===== src/rtl/i2s_pkg.sv =====
// Shared types for the I2S stream controller: FSM state encoding and
// channel indices into a packed stereo frame.
package i2s_pkg;

  typedef enum logic [1:0] {
    ST_IDLE     = 2'd0,
    ST_PRIME    = 2'd1,
    ST_RUN      = 2'd2,
    ST_STOPPING = 2'd3
  } state_e;

  localparam logic LEFT  = 1'b0;
  localparam logic RIGHT = 1'b1;

endpackage


===== src/rtl/i2s_frame_fifo.sv =====
// Synchronous frame FIFO with occupancy count. Pushes when full and pops
// when empty are dropped, so the level never leaves 0..DEPTH.
module i2s_frame_fifo #(
  parameter int WIDTH = 24,
  parameter int DEPTH = 4,
  localparam int PTR_W = $clog2(DEPTH),
  localparam int LVL_W = PTR_W + 1
) (
  input  logic             clk,
  input  logic             rst,
  input  logic             push,
  input  logic [WIDTH-1:0] wr_data,
  input  logic             pop,
  output logic [WIDTH-1:0] rd_data,
  output logic             full,
  output logic             empty,
  output logic [LVL_W-1:0] level
);

  logic [WIDTH-1:0] mem_q [DEPTH];
  logic [PTR_W-1:0] wr_ptr_q, wr_ptr_d, rd_ptr_q, rd_ptr_d;
  logic [LVL_W-1:0] level_q, level_d;
  logic             push_ok, pop_ok;

  assign full    = (level_q == LVL_W'(DEPTH));
  assign empty   = (level_q == '0);
  assign level   = level_q;
  assign rd_data = mem_q[rd_ptr_q];
  assign push_ok = push & ~full;
  assign pop_ok  = pop & ~empty;

  always_comb begin
    wr_ptr_d = wr_ptr_q;
    rd_ptr_d = rd_ptr_q;
    level_d  = level_q;
    if (push_ok) begin
      wr_ptr_d = wr_ptr_q + PTR_W'(1);
    end else begin
      wr_ptr_d = wr_ptr_q;
    end
    if (pop_ok) begin
      rd_ptr_d = rd_ptr_q + PTR_W'(1);
    end else begin
      rd_ptr_d = rd_ptr_q;
    end
    case ({push_ok, pop_ok})
      2'b10:   level_d = level_q + LVL_W'(1);
      2'b01:   level_d = level_q - LVL_W'(1);
      default: level_d = level_q;
    endcase
  end

  always_ff @(posedge clk or posedge rst) begin
    if (rst) begin
      wr_ptr_q <= '0;
      rd_ptr_q <= '0;
      level_q  <= '0;
    end else begin
      wr_ptr_q <= wr_ptr_d;
      rd_ptr_q <= rd_ptr_d;
      level_q  <= level_d;
    end
  end

  always_ff @(posedge clk) begin
    if (push_ok) begin
      mem_q[wr_ptr_q] <= wr_data;
    end
  end

endmodule


===== src/rtl/i2s_stream_ctrl.sv =====
// Sequences the I2S master: buffers stereo frames, updates the audio words on
// each right-word start seen on RightNLeft, and starts/stops on frame edges.
module i2s_stream_ctrl
  import i2s_pkg::*;
#(
  parameter int DATASIZE    = 12,
  parameter int FIFO_DEPTH  = 4,
  parameter int PRIME_LEVEL = 2,
  parameter int UCNT_W      = 8
) (
  input  logic                            clk,
  input  logic                            rst,
  input  logic                            start,
  input  logic                            stop,
  input  logic                            s_valid,
  output logic                            s_ready,
  input  logic [DATASIZE-1:0]             s_left,
  input  logic [DATASIZE-1:0]             s_right,
  output logic [DATASIZE-1:0]             leftAudio,
  output logic [DATASIZE-1:0]             rightAudio,
  output logic                            enable,
  input  logic                            RightNLeft,
  output logic                            running,
  output logic                            underrun,
  output logic [UCNT_W-1:0]               underrun_cnt,
  output logic [$clog2(FIFO_DEPTH):0]     fifo_level
);

  localparam int LVL_W = $clog2(FIFO_DEPTH) + 1;
  localparam logic [LVL_W-1:0] PRIME_LVL = LVL_W'(PRIME_LEVEL);

  state_e                      state_q, state_d;
  logic                        rnl_s1_q, rnl_s2_q, rnl_dly_q;
  logic                        rise, fall;
  logic                        stop_pend_q, stop_pend_d;
  logic                        enable_q, enable_d;
  logic                        running_q, running_d;
  logic                        underrun_q, underrun_d;
  logic [DATASIZE-1:0]         left_q, left_d, right_q, right_d;
  logic [UCNT_W-1:0]           ucnt_q, ucnt_d;
  logic                        fifo_push, fifo_pop, fifo_full, fifo_empty;
  logic [1:0][DATASIZE-1:0]    in_frame, head_frame;

  assign rise = rnl_s2_q & ~rnl_dly_q;
  assign fall = ~rnl_s2_q & rnl_dly_q;

  assign s_ready      = ~fifo_full;
  assign fifo_push    = s_valid & ~fifo_full;
  assign leftAudio    = left_q;
  assign rightAudio   = right_q;
  assign enable       = enable_q;
  assign running      = running_q;
  assign underrun     = underrun_q;
  assign underrun_cnt = ucnt_q;

  always_comb begin
    in_frame        = '0;
    in_frame[LEFT]  = s_left;
    in_frame[RIGHT] = s_right;
  end

  i2s_frame_fifo #(
    .WIDTH (2 * DATASIZE),
    .DEPTH (FIFO_DEPTH)
  ) u_fifo (
    .clk     (clk),
    .rst     (rst),
    .push    (fifo_push),
    .wr_data (in_frame),
    .pop     (fifo_pop),
    .rd_data (head_frame),
    .full    (fifo_full),
    .empty   (fifo_empty),
    .level   (fifo_level)
  );

  // RightNLeft is BCLK-domain: two sync stages plus one delay for edge detect.
  always_ff @(posedge clk or posedge rst) begin
    if (rst) begin
      rnl_s1_q  <= 1'b0;
      rnl_s2_q  <= 1'b0;
      rnl_dly_q <= 1'b0;
    end else begin
      rnl_s1_q  <= RightNLeft;
      rnl_s2_q  <= rnl_s1_q;
      rnl_dly_q <= rnl_s2_q;
    end
  end

  always_comb begin
    state_d     = state_q;
    stop_pend_d = stop_pend_q;
    enable_d    = enable_q;
    left_d      = left_q;
    right_d     = right_q;
    underrun_d  = 1'b0;
    ucnt_d      = ucnt_q;
    fifo_pop    = 1'b0;
    case (state_q)
      ST_IDLE: begin
        enable_d    = 1'b0;
        stop_pend_d = 1'b0;
        if (start) begin
          state_d = ST_PRIME;
        end else begin
          state_d = ST_IDLE;
        end
      end
      ST_PRIME: begin
        if (stop) begin
          state_d = ST_IDLE;
        end else if (fifo_level >= PRIME_LVL) begin
          fifo_pop = 1'b1;
          left_d   = head_frame[LEFT];
          right_d  = head_frame[RIGHT];
          enable_d = 1'b1;
          state_d  = ST_RUN;
        end else begin
          state_d = ST_PRIME;
        end
      end
      ST_RUN: begin
        if (stop) begin
          stop_pend_d = 1'b1;
        end else begin
          stop_pend_d = stop_pend_q;
        end
        // The master has just latched the left word, so both words may change.
        if (rise) begin
          if (stop_pend_q) begin
            left_d  = '0;
            right_d = '0;
            state_d = ST_STOPPING;
          end else if (!fifo_empty) begin
            fifo_pop = 1'b1;
            left_d   = head_frame[LEFT];
            right_d  = head_frame[RIGHT];
          end else begin
            left_d     = '0;
            right_d    = '0;
            underrun_d = 1'b1;
            if (ucnt_q != '1) begin
              ucnt_d = ucnt_q + UCNT_W'(1);
            end else begin
              ucnt_d = ucnt_q;
            end
          end
        end else begin
          state_d = ST_RUN;
        end
      end
      ST_STOPPING: begin
        if (fall) begin
          enable_d    = 1'b0;
          stop_pend_d = 1'b0;
          state_d     = ST_IDLE;
        end else begin
          state_d = ST_STOPPING;
        end
      end
      default: begin
        enable_d    = 1'b0;
        stop_pend_d = 1'b0;
        state_d     = ST_IDLE;
      end
    endcase
    running_d = (state_d != ST_IDLE);
  end

  always_ff @(posedge clk or posedge rst) begin
    if (rst) begin
      state_q     <= ST_IDLE;
      stop_pend_q <= 1'b0;
      enable_q    <= 1'b0;
      running_q   <= 1'b0;
      underrun_q  <= 1'b0;
      left_q      <= '0;
      right_q     <= '0;
      ucnt_q      <= '0;
    end else begin
      state_q     <= state_d;
      stop_pend_q <= stop_pend_d;
      enable_q    <= enable_d;
      running_q   <= running_d;
      underrun_q  <= underrun_d;
      left_q      <= left_d;
      right_q     <= right_d;
      ucnt_q      <= ucnt_d;
    end
  end

endmodule


===== config.mk =====
export PLATFORM = sky130hd
export DESIGN_NAME = i2s_stream_ctrl
export DESIGN_NICKNAME = d
export VERILOG_FILES = /design/src/rtl/i2s_pkg.sv /design/src/rtl/i2s_frame_fifo.sv /design/src/rtl/i2s_stream_ctrl.sv
export SDC_FILE = /design/constraint.sdc
export NUM_CORES = 1
export LEC_CHECK = 0
export CAP_MARGIN = 20
export CELL_PAD_IN_SITES_DETAIL_PLACEMENT = 1
export CELL_PAD_IN_SITES_GLOBAL_PLACEMENT = 2
export CORE_ASPECT_RATIO = 1.2
export CORE_MARGIN = 2
export CORE_UTILIZATION = 42
export CTS_BUF_LIST = sky130_fd_sc_hd__clkbuf_4 sky130_fd_sc_hd__clkbuf_8
export CTS_CLUSTER_DIAMETER = 100
export DETAILED_ROUTE_END_ITERATION = 10
export PLACE_DENSITY = 0.93
export SLEW_MARGIN = 20
export SYNTH_ARGS = -nofsm -noshare
export SYNTH_HDL_FRONTEND = slang
export SYNTH_HIERARCHICAL = 1
export SYNTH_SLANG_ARGS = --single-unit

===== constraint.sdc =====
create_clock -name clk -period 3.2 [get_ports clk]
set_input_delay 0.96 -clock clk [delete_from_list [all_inputs] [get_ports clk]]
set_output_delay 0.96 -clock clk [all_outputs]
set_load 0.02 [all_outputs]

# Word level (Yosys, flattened, before mapping)

Memory sizes are Yosys's and may differ from the RTL's.
Cells that the tools add are included.

Memories kept: 1
Flip-flop bits (word level): 48
Output and inout port bits: 39
Memory bits (writable): 96
Word-level logic and storage cells: 92

$lt $le $gt $ge: 1
Reductions and logical operators: 11
Eq/ne operators: 12
Muxes and demuxes: 38
Bitwise logic cells: 10
$add $sub $neg: 5

Memories:

| memory       | words | width | rd ports | clocked after Yosys merged registers in | write ports | line                 | source |
|---|---|---|---|---|---|---|---|
| u_fifo.mem_q | 4     | 24    | 1        | 0                                       | 1           | i2s_frame_fifo.sv:20 | `logic [WIDTH-1:0] mem_q [DEPTH];` |

Operators with widths:

| kind                | number |
|---|---|
| $mux 12             | 10 |
| $pmux 12 s2         | 2 |
| $mux 1              | 16 |
| $mux 2              | 5 |
| $ne 2x2->1 const B  | 5 |
| $add 8x1->8 const B | 1 |
| $ne 8x8->1 const B  | 1 |
| $pmux 2 s4          | 1 |
| $reduce_and 4->1    | 2 |
| $eq 2x2->1 const B  | 3 |
| $pmux 1 s3          | 2 |
| $pmux 3 s2          | 1 |
| $reduce_bool 2->1   | 3 |
| $reduce_bool 3->1   | 2 |
| $and 1x1->1         | 5 |
| $not 1->1           | 5 |
| $reduce_and 5->1    | 1 |
| $add 2x1->2 const B | 2 |
| $eq 2x1->1 const B  | 2 |
| $add 3x1->3 const B | 1 |
| $eq 3x3->1 const B  | 1 |
| $ge 3x2->1 const B  | 1 |
| $logic_not 3->1     | 1 |
| $reduce_and 3->1    | 1 |
| other kinds (3)     | 3 |

# Logic depth before layout (Yosys ltp)

Depth after elaboration: 8
Mapped depth: 12
Mapped depth without buffers: 12

# By module

The synthesis kept the hierarchy.

Modules (own cells, without submodules):

| module          | cells each | instances | area each (µm²) |
|---|---|---|---|
| i2s_frame_fifo  | 164        | 1         | 3937.5 |
| i2s_stream_ctrl | 183        | 1         | 1841.8 |

# Least setup slack after synthesis

OpenSTA, ideal clock, no wires.

Kind: register to register
Start point: register state_q[0]
End point: register u_fifo.level_q[2] (netlist: u_fifo/level[2])
Path buffers: 0
Stages on the path, launching flop included: 13
Slack: 594 ps
Arrival time: 2525 ps
Period minus slack after synthesis: 2606 ps
Cell sequence: dfrtp_1 -> inv_1 -> ha_1 -> nand3b_2 -> or3_1 -> a21boi_0 -> o31a_1 -> ha_1 -> inv_1 -> fa_1 -> xor2_1 -> nor2_1 -> xor2_1

Longest elaborated chain between the ends: 5

RTL lines:

| what                                                   | line                   | source |
|---|---|---|
| start: declaration                                     | i2s_stream_ctrl.sv:32  | `state_e state_q, state_d;` |
| start signal: assignment                               | i2s_stream_ctrl.sv:181 | `state_q <= state_d;` |
| $eq 2x2->1 / $eq 2x1->1 (equally long branches)        | i2s_stream_ctrl.sv:99  | `case (state_q)` |
| $pmux 1 s2 *                                           | i2s_stream_ctrl.sv:99  |  |
| net fifo_pop                                           | i2s_stream_ctrl.sv:41  | `logic fifo_push, fifo_pop, fifo_full, fifo_empty;` |
| $and 1x1->1 *                                          | i2s_frame_fifo.sv:30   | `assign pop_ok = pop & ~empty;` |
| net u_fifo.pop_ok                                      | i2s_frame_fifo.sv:23   | `logic push_ok, pop_ok;` |
| $eq 2x1->1 / $eq 2x2->1 (equally long branches)        | i2s_frame_fifo.sv:46   | `case ({push_ok, pop_ok})` |
| $pmux 3 s2 / $reduce_bool 2->1 (equally long branches) | n/a                    |  |
| end signal: assignment                                 | i2s_frame_fifo.sv:61   | `level_q <= level_d;` |
| end: declaration                                       | i2s_frame_fifo.sv:22   | `logic [LVL_W-1:0] level_q, level_d;` |

The timed path passes the listed nets; every way through them passes the cells marked *.
A chain may end at the register's enable or synchronous reset.

# Worst setup path in the final report

Same ends and word-level chain as after synthesis.

==> key figures <==
Layout
  • Share of post-route cells with drive strength above 1: 0.166
  • Commonest non-fill, non-tap cell in the layout: edfxtp_1
  • Final instance area: 7040 µm²
  • Commonest non-fill, non-tap cells in the layout: edfxtp_1 (96), clkdlybuf4s50_1 (68), nand2_1 (50)
  • Syn-to-layout area delta: 21.9%
  • Final Non-Filler Cells: approximately 600
  • NumNets Final: 476
  • # diodes: 0

Yosys
  • Syn_nets: 390
  • Ys async rst share: 0.333
  • Synth cell types: 47
  • Register area share after synthesis: 0.707
  • Flip-flop and latch count after synthesis: about 140
  • Yosys top cell area share: 0.499
  • Area contributors post-synth: edfxtp_1 (50%), dfrtp_1 (21%), mux4_2 (7.0%), nand2_1 (3.2%), mux4_1 (2.7%)
  • Syn_area_per_cell: about 17 µm²
  • Yosys Warn Count: 6
  • Synthesized instance count: 347
  • Number of synthesized flops with an enable pin: 96
  • Mapped Area: around 5800 µm²
  • Main flop type after synthesis: edfxtp_1
  • Dominant cell type by area after synthesis: edfxtp_1

Setup path
  • Critical Path End Type: flop
  • Reg-to-reg startpoint: state_q[0]
  • CP Class: reg2reg
  • Worst Path Arrival: 3.29 ns
  • Peak fanout along the critical path: 5
  • CP Launch Type: flop
  • CP Cell Sequence: inv_1, ha_1, nand3b_2, or3_1, a21boi_0, o31a_1, ha_1, inv_1, fa_1, xor2_1, nor2_1, xor2_1
  • R2R Path End: u_fifo/level[2]
  • WP data required: 3.56 ns
  • CP max stage cell: dfrtp_1
  • CP Buf/Inv Count: 2
  • CP peak stage delay: between 0.4 and 0.5 ns
  • Reg2reg setup slack: 0.27 ns
  • Reg2Reg Depth: 12
  • Top delay family on crit path: adder cells

Outcome
  • Status: complete, no violations

Power
  • Peak VDD IR: between 300 and 400 µV
  • Pwr dens: 900 nW/µm²
  • Pleak: about 0.0027 µW
  • Internal: slightly above 4000 µW
  • Sequential share of power: 0.449
  • Net Sw Power: 2250 µW
  • Logic pwr share: 0.338
  • Switching Fraction: 0.355
  • Clock network fraction of total power: 0.213

Detailed routing
  • Antenna-violating nets left: 0
  • Final wirelength: around 12000 µm
  • Via count: between 3k and 4k
  • Pre-antenna DRT Iters: 4
  • Iter 0 DRT Violations: between 100 and 150
  • DR DRC count: 0
  • Post-DR vias/cell: ~5.2
  • Routed wire length per instance: roughly 20 µm

Die
  • Placement Rows: 46
  • Die Y-Extent: roughly 130 µm
  • Ports: a little under 70
  • Die Wd: 111 µm
  • Core area: between 10000 and 15000 µm²
  • Initial Utilization: 0.433
  • Die area: about 15000 µm²

STA
  • Unrepaired setup endpoints after global routing: false
  • Layout Skew: 0.0113 ns
  • Fin Setup TNS: 0 ns
  • Tcrit/Tclk final: 0.916
  • Slew Viols, Final: 0
  • Final Hold Viols: 0
  • Worst slew pin tran: ~0.86 ns
  • Max transition margin: 0.424
  • FMAX: between 300 and 400 MHz
  • Post-layout min period: 2.93 ns
  • Final setup fails: 0

Clocking
  • Clock Latency Late Sink: 0.43 ns
  • Setup bufs post-CTS: 0
  • Quantity of gates resized following cts: 0
  • Root Driver: clkbuf_8
  • Clock transition at the registers of the reported paths: 0.09 ns
  • CTS tree: done
  • Clk buf depth: 2
  • Clock buffer count from CTS: 17
  • Clk sink count: roughly 140
  • # hold bufs at CTS: 0
  • H-tree Lvls: 4

Global route
  • First-pass GRT wire length: between 15000 and 20000 µm
  • GRT Total Usage: 0.175
  • Grt ovf: 0
  • Initial antenna violation count: 0
  • Vias in the first global route: 3642
  • Largest net degree at the start of global routing: 31

Place
  • GP Congestion: between 0.7 and 0.8
  • Dpl cell area: ~6700 µm²
  • Number of I/O port buffers: 68
  • # placed instances: between 500 and 600
  • DP HPWL: between 8000 and 9000 µm

Min path
  • Hold_sp: rnl_s1_q
  • Hold worst-path end: rnl_s2_q
  • Hold Crit Class: reg2reg
  • Worst Hold Path Cells: 0

Job
  • Max-cap check violation count: 0
==> registers in the layout (all words and copies together), names as in the netlist, 2 cells and up <==
signal and flops:
u_fifo/mem_q 96, leftAudio 12, rightAudio 12, underrun_cnt 8
u_fifo/level 3, state_q 2, u_fifo/rd_ptr_q 2, u_fifo/wr_ptr_q 2
==> how the worst max path moves through the flow <==
| stage | start | end | slack (ns) | cells past startpoint |
|---|---|---|---|---|
| detailed placement | stop | u_fifo/level[2] | -0.02 | 11 |
| finish | state_q[0] | u_fifo/level[2] | 0.27 | 12 |
| global route | state_q[0] | u_fifo/level[2] | 0.04 | 12 |
| floorplan | state_q[0] | u_fifo/level[2] | 0.59 | 12 |
| CTS | state_q[0] | u_fifo/level[2] | 0.26 | 12 |
| global placement | stop | u_fifo/level[2] | 0.11 | 11 |
==> power by group through the flow <==
stage | logic, µW | clock network, µW | registers (µW)
2_1_floorplan | 1260 | 0 | 2950
4_1_cts | 2190 | 1390 | 2860
5_1_grt | 2350 | 1470 | 2910
6_report | 2150 | 1350 | 2850
3_3_place_gp | 2070 | 0 | 2850
3_5_place_dp | 2180 | 0 | 2900
==> worst reg2reg max path: cells and delay by family, from the launching register on <==
| family | cells | cell delay [ns] |
|---|---|---|
| AND/OR/NAND/NOR | 3 | 0.59 |
| AO/OA/AOI/OAI | 2 | 0.42 |
| flip-flops | 1 | 0.44 |
| buffers and inverters | 2 | 0.20 |
| adder cells (fa/ha/maj) | 3 | 0.91 |
| XOR/XNOR | 2 | 0.30 |
==> Yosys cell counts (3+ instances only) <==
master	count
nor2_1	5
clkbuf_1	7
buf_2	3
ha_1	12
xnor2_1	4
mux4_2	18
and2_1	5
nand3_1	3
dfrtp_1	48
nand2_1	50
a21oi_1	3
mux4_1	6
xor2_1	7
nor3_1	5
inv_1	12
edfxtp_1	96
o21ai_0	24
and3_1	3
==> per-stage QoR <==
step | power, µW | util | hold slack, ns | worst slack (ns)
floorplan | 4200 | - | 0.331 | 0.594
global placement | 4920 | 0.500 | 0.344 | 0.114
detailed placement | 5080 | 0.500 | 0.342 | -0.0248
CTS | 6440 | 0.528 | 0.368 | 0.259
global route | 6730 | 0.528 | 0.382 | 0.0414
finish | 6340 | 0.528 | 0.369 | 0.269
==> routing by layer <==
layer  vias up  track usage  share of wire
met5         -            0              0
met4         0       0.0754          0.024
met3        23       0.0366          0.034
met2        74        0.319           0.56
met1      1636        0.198           0.39
li1       1465            -              -
==> cells by family (layout without fill, tap and decap cells) <==
logic type | count (synthesis) | after routing | synth area share
fa+ha+maj | 13 | 13 | 0.0294
flops | 144 | 144 | 0.707
compound gates | 37 | 37 | 0.0375
buf+inv | 27 | 126 | 0.0268
simple gates | 87 | 87 | 0.0779
mux | 28 | 28 | 0.105
xor+xnor | 11 | 11 | 0.0167
==> area by class of cell <==
cell class / count / area, µm²
fill: 1281 / 6310
timing repair buffer: 81 / 778
clock inverter: 15 / 140
tap: 168 / 210
clock buffer: 17 / 234
multi-input combinational: 176 / 1550
sequential: 144 / 4090
inverter: 13 / 51.3
No activity file was read; power rests on OpenSTA's default activity.
==> RTL edit 1, RTL diff (same flow settings) <==
Put one more register stage on the output `underrun_cnt`, without a reset. The value now appears one clock later. The other outputs are not delayed to match.
--- a/src/rtl/i2s_stream_ctrl.sv
+++ b/src/rtl/i2s_stream_ctrl.sv
@@ -51,7 +51,9 @@
   assign enable       = enable_q;
   assign running      = running_q;
   assign underrun     = underrun_q;
-  assign underrun_cnt = ucnt_q;
+  always_ff @(posedge clk) begin
+    underrun_cnt <= ucnt_q;
+  end
 
   always_comb begin
     in_frame        = '0;
Behaviour: no difference found for any inputs over 4 cycles, from zero or initial values and one cycle with rst high; that may be too few to reach the edited logic, so the function may still have changed.
==> RTL edit 1 against the original RTL <==
Critical path depth stayed put. Wire length is 0.33% lower. Design area up 2.2%. Non-clock buffer count fell by 1. Power increased by 3.6%. Setup slack got worse by 0.029 ns. Synthesized cell count up 1.4%. Via count up 0.66%. Sequential power is 4% higher. Area after synthesis is 2.5% higher. Sequential cell count is 8 higher. Worst hold slack better by 0.00061 ns. Die area is 2.4% higher.
==> RTL edit 1: results (changes against the original RTL) <==
Worst setup path
  – R2R setup slack: 0.24 ns (-0.03 ns)
  – CP max FO: 6 (+1)
  – Worst Path Arrival: 3.32 ns (+0.03 ns)

Yosys
  – Sequential share of the synthesized area: 71.6% (+0.97 points)
  – Synth unique cells: 45 (-4.3%)
  – Async SR Flop Fraction: 31.6% (-1.8 points)
  – Post-Synthesis Cells: 352 (+1.4%)
  – Synth area leaders: edfxtp_1, dfrtp_1, mux4_2
  – Top cells by count, synth: edfxtp_1, nand2_1, dfrtp_1, o21ai_1, mux4_2
  – Synth Net Count: 395 (+1.3%)

Timing
  – Hold_ws: 0.370 ns (+0.000610 ns)
  – Setup Skew: 0.00851 ns (-0.00276 ns)
  – Worst-margin pin slew: 0.832 ns (-0.0315 ns)

Route
  – Via-to-Cell Ratio: 5.18 (-0.64%)
  – WL/cell: 19.2 µm (-1.6%)
  – Via count: 3,219 (+0.66%)
  – 1st-iter DRT viols: 165 (+27%)

Status
  – Status: finished clean

Clock tree
  – Clock latency on the worst-skew pair: 0.44 ns
  – CTS resizes: 0 (unchanged)

Power
  – IR drop worst, VDD: 0.396 mV (+0.44%)
  – P_int: 4.35 mW (+6.4%)
  – P_leak: 2.75 nW (+2.0%)

Finish
  – Final net count: 481 (+1.1%)
  – Fill cell count: 1,326 (+3.5%)
  – Share of cells above drive strength 1: 16.0% (-0.63 points)

Floorplanning
  – Cell Rows: 47 (+2.2%)

Placed design
  – Port Buffers: 68 (unchanged)
  – Gpl congestion: 0.793 (+9.6%)
  – DP Cell Count: 590 (+1.4%)

GRT
  – First-pass GRT wire length: 19,500 µm (about the same)
  – Largest net degree at the start of global routing: 49 (+58%)
  – Vias in the first global route: 3,669 (+0.74%)
  – Global Route Usage Sum: 17.1% (-0.34 points)
-- RTL edit 1: final cells by class --
type | instances | area, µm² | area share (%)
Tap cell | 171 | 214 | 2.97
Clock buffer | 18 | 248 | 3.44
Clock inverter | 14 | 149 | 2.07
Sequential cell | 152 | 4250 | 59.0
Multi-Input combinational cell | 175 | 1530 | 21.2
Inverter | 12 | 45.0 | 0.626
Timing Repair Buffer | 80 | 771 | 10.7
-- RTL edit 1: cell families (layout without fill, tap and decap cells) --
group	after synthesis	count (layout)	share of synthesized area, %
compound gates	38	38	3.99
flops	152	152	71.6
mux	27	27	10.1
xor+xnor	13	13	1.92
fa+ha+maj	13	13	2.87
buf+inv	25	124	2.64
simple gates	84	84	6.89
-- RTL edit 1: worst max-delay path by stage --
| stage | from | depth (start not counted) | slack (ns) | to |
|---|---|---|---|---|
| 2_1_floorplan | state_q[0]$_DFF_PP0_ | 12 | 0.53 | u_fifo/level[2]$_DFFE_PP0P_ |
| 3_3_place_gp | stop | 11 | 0.1 | u_fifo/level[2]$_DFFE_PP0P_ |
| 3_5_place_dp | stop | 11 | -0.04 | u_fifo/level[2]$_DFFE_PP0P_ |
| 4_1_cts | state_q[0]$_DFF_PP0_ | 12 | 0.22 | u_fifo/level[2]$_DFFE_PP0P_ |
| 5_1_grt | state_q[0]$_DFF_PP0_ | 12 | 0.05 | u_fifo/level[2]$_DFFE_PP0P_ |
| 6_report | state_q[0]$_DFF_PP0_ | 12 | 0.24 | u_fifo/level[2]$_DFFE_PP0P_ |
-- RTL edit 1: stage by stage --
stage / area, µm² / setup slack (ns) / power (mW) / utilization [%]
after global placement: 6800 / 0.0953 / 5.07 / 49.2
after floorplan: 5920 / 0.533 / 4.40 / -
after CTS: 7200 / 0.223 / 6.67 / 52.1
after detailed placement: 6800 / -0.0395 / 5.22 / 49.2
after global routing: 7200 / 0.0489 / 6.96 / 52.1
final: 7200 / 0.239 / 6.57 / 52.1
-- RTL edit 1: power groups by stage --
stage | clock network [mW] | logic [mW] | registers, mW
6_report | 1.44 | 2.19 | 2.95
5_1_grt | 1.56 | 2.39 | 3.01
4_1_cts | 1.48 | 2.23 | 2.96
3_5_place_dp | 0 | 2.22 | 3.00
3_3_place_gp | 0 | 2.12 | 2.95
2_1_floorplan | 0 | 1.35 | 3.05
-- RTL edit 1: per-layer routing --
layer  share of wire, %  up-vias  GRT usage, %
met1                 40     1641          19.9
met2                 55       84          30.8
met5                  0        -             0
met3                3.8       14          3.21
li1                   -     1480             -
met4                1.9        0          7.66
==> RTL edit 2, RTL diff (same flow settings) <==
Made on the original files. Set the parameter `UCNT_W` to 12 (it was 8).
--- a/src/rtl/i2s_stream_ctrl.sv
+++ b/src/rtl/i2s_stream_ctrl.sv
@@ -6,7 +6,7 @@
   parameter int DATASIZE    = 12,
   parameter int FIFO_DEPTH  = 4,
   parameter int PRIME_LEVEL = 2,
-  parameter int UCNT_W      = 8
+  parameter int UCNT_W      = 12
 ) (
   input  logic                            clk,
   input  logic                            rst,
Ports: changed (resized underrun_cnt); port bits go from 69 to 73. The function was not compared with the original's and may differ.
==> RTL edit 2 against the original RTL <==
Core utilization is 0.46 points lower. Synthesized cell count increased by 4.9%. Fmax grew 1.5%. Wire length increased by 3.2%. Setup slack better by 0.045 ns. Area after synthesis up 2.7%. Design area rose by 2.6%. Sequential cell count rose by 4. Power is 1.4% higher.
==> RTL edit 2: results (changes against the original RTL) <==
Yosys
  – Synth unique cells: 45 (-4.3%)
  – Sequential share of the synthesized area: 70.5% (-0.19 points)
  – Synth Net Count: 407 (+4.4%)
  – Top cells by count, synth: edfxtp_1, dfrtp_1, nand2_1, o21ai_0, mux4_2
  – Synth area leaders: edfxtp_1, dfrtp_1, mux4_2
  – Synth warn: 6 (unchanged)
  – Async SR Flop Fraction: 35.1% (+1.8 points)

Power
  – Sw power: 2.19 mW (-2.7%)
  – P_leak: 2.74 nW (+1.8%)
  – IR drop worst, VDD: 0.422 mV (+6.8%)

Route
  – Via count: 3,300 (+3.2%)
  – 1st-iter DRT viols: 185 (+42%)
  – 1st-pass router iterations: 4 (unchanged)
  – WL/cell: 19.5 µm (about the same)

Worst setup path
  – Largest delay share family, worst path: buffers and inverters
  – Worst Path Arrival: 1.93 ns (-1.36 ns)
  – Crit path kind: reg -> out
  – CP max FO: 8 (+3)
  – CP peak stage delay: 0.55 ns (+0.11 ns)
  – Critical Path Start: u_fifo/level[2]$_DFFE_PP0P_
  – Critical path endpoint: s_ready
  – Critical path's slowest cell: clkdlybuf4s50_1
  – R2R setup slack: 0.36 ns (+0.09 ns)

Flow run
  – # Max-Cap Violations: 0 (unchanged)

Status
  – Status: finished clean

Finish
  – Final net count: 493 (+3.6%)
  – Share of cells above drive strength 1: 14.5% (-2.1 points)

Placed design
  – Placed Instance Area: 6850 µm² (+2.7%)
  – Detailed Place HPWL: 7950 µm (-3.6%)
  – Gpl congestion: 0.781 (+7.9%)
  – Port Buffers: 72 (+5.9%)

Timing
  – Worst-margin pin slew: 0.835 ns (-0.0285 ns)
  – Setup Skew: 0.00962 ns (-0.00165 ns)
  – Hold_ws: 0.380 ns (+0.0110 ns)

Clock tree
  – Clock latency on the worst-skew pair: 0.45 ns (+0.02 ns)
  – Root buffer cell: clkbuf_8

GRT
  – First-pass GRT wire length: 20,100 µm (+3.2%)
  – Vias in the first global route: 3,744 (+2.8%)
  – Largest net degree at the start of global routing: 49 (+58%)
  – Global Route Usage Sum: 17.8% (+0.29 points)
RTL edit 2: changes by cell type after synthesis, sizes merged, moves of 2 or more:
| cell | change |
|---|---|
| xnor2 | +6 |
| nand4 | +5 |
| dfrtp | +4 |
| xor2 | -3 |
| and2 | +2 |
| buf | +2 |
| clkbuf | -2 |
| nand3 | +2 |
RTL edit 2: metrics by stage:
step / cells / setup TNS (ns) / utilization [%] / setup slack [ns]
2_1_floorplan: 364 / 0 / - / 0.574
3_3_place_gp: 602 / 0 / 49.6 / 0.111
3_5_place_dp: 602 / -0.00237 / 49.6 / -0.00237
4_1_cts: 633 / 0 / 52.3 / 0.276
5_1_grt: 633 / 0 / 52.3 / 0.107
6_report: 633 / 0 / 52.3 / 0.313
RTL edit 2: power by group through the flow:
stage                     clock network [mW]  logic (mW)  registers (mW)
after global routing                    1.51        2.33            2.97
after floorplan                            0        1.27            3.00
after CTS                               1.45        2.17            2.91
final                                   1.40        2.12            2.90
after global placement                     0        2.05            2.90
after detailed placement                   0        2.14            2.95
RTL edit 2: kinds of logic (layout without fill, tap and decap cells):
kind of cell / after synthesis / count (layout) / share of synthesized area [%]
flops: 148 / 148 / 70.5
simple gates: 95 / 95 / 7.84
compound gates: 39 / 39 / 3.86
mux: 28 / 28 / 10.3
buf+inv: 27 / 125 / 2.61
xor+xnor: 14 / 14 / 2.07
fa+ha+maj: 13 / 13 / 2.87
RTL edit 2: area by class of cell:
cell class / count / area (µm²)
clock buffer: 18 / 241
multi-input combinational: 189 / 1600
clock inverter: 13 / 135
timing repair buffer: 81 / 801
fill: 1357 / 6590
tap: 171 / 214
sequential: 148 / 4190
inverter: 13 / 48.8
RTL edit 2: metal layers:
| metal | GRT usage, % | part of all wire [%] |
|---|---|---|
| met5 | 0 | 0 |
| met4 | 7.45 | 2.0 |
| met3 | 4.07 | 3.1 |
| met2 | 31.3 | 53 |
| met1 | 20.9 | 41 |
RTL edit 2: worst register-to-register path, cell delays in order (launching register included):
cell and delay [ns]:
dfrtp_1 0.44, inv_1 0.14, ha_1 0.26, nand3b_1 0.12, or3_1 0.31, a21boi_0 0.19
o31a_1 0.24, ha_1 0.20, inv_1 0.06, fa_1 0.37, xor2_1 0.16, nor2_1 0.13
xor2_1 0.16
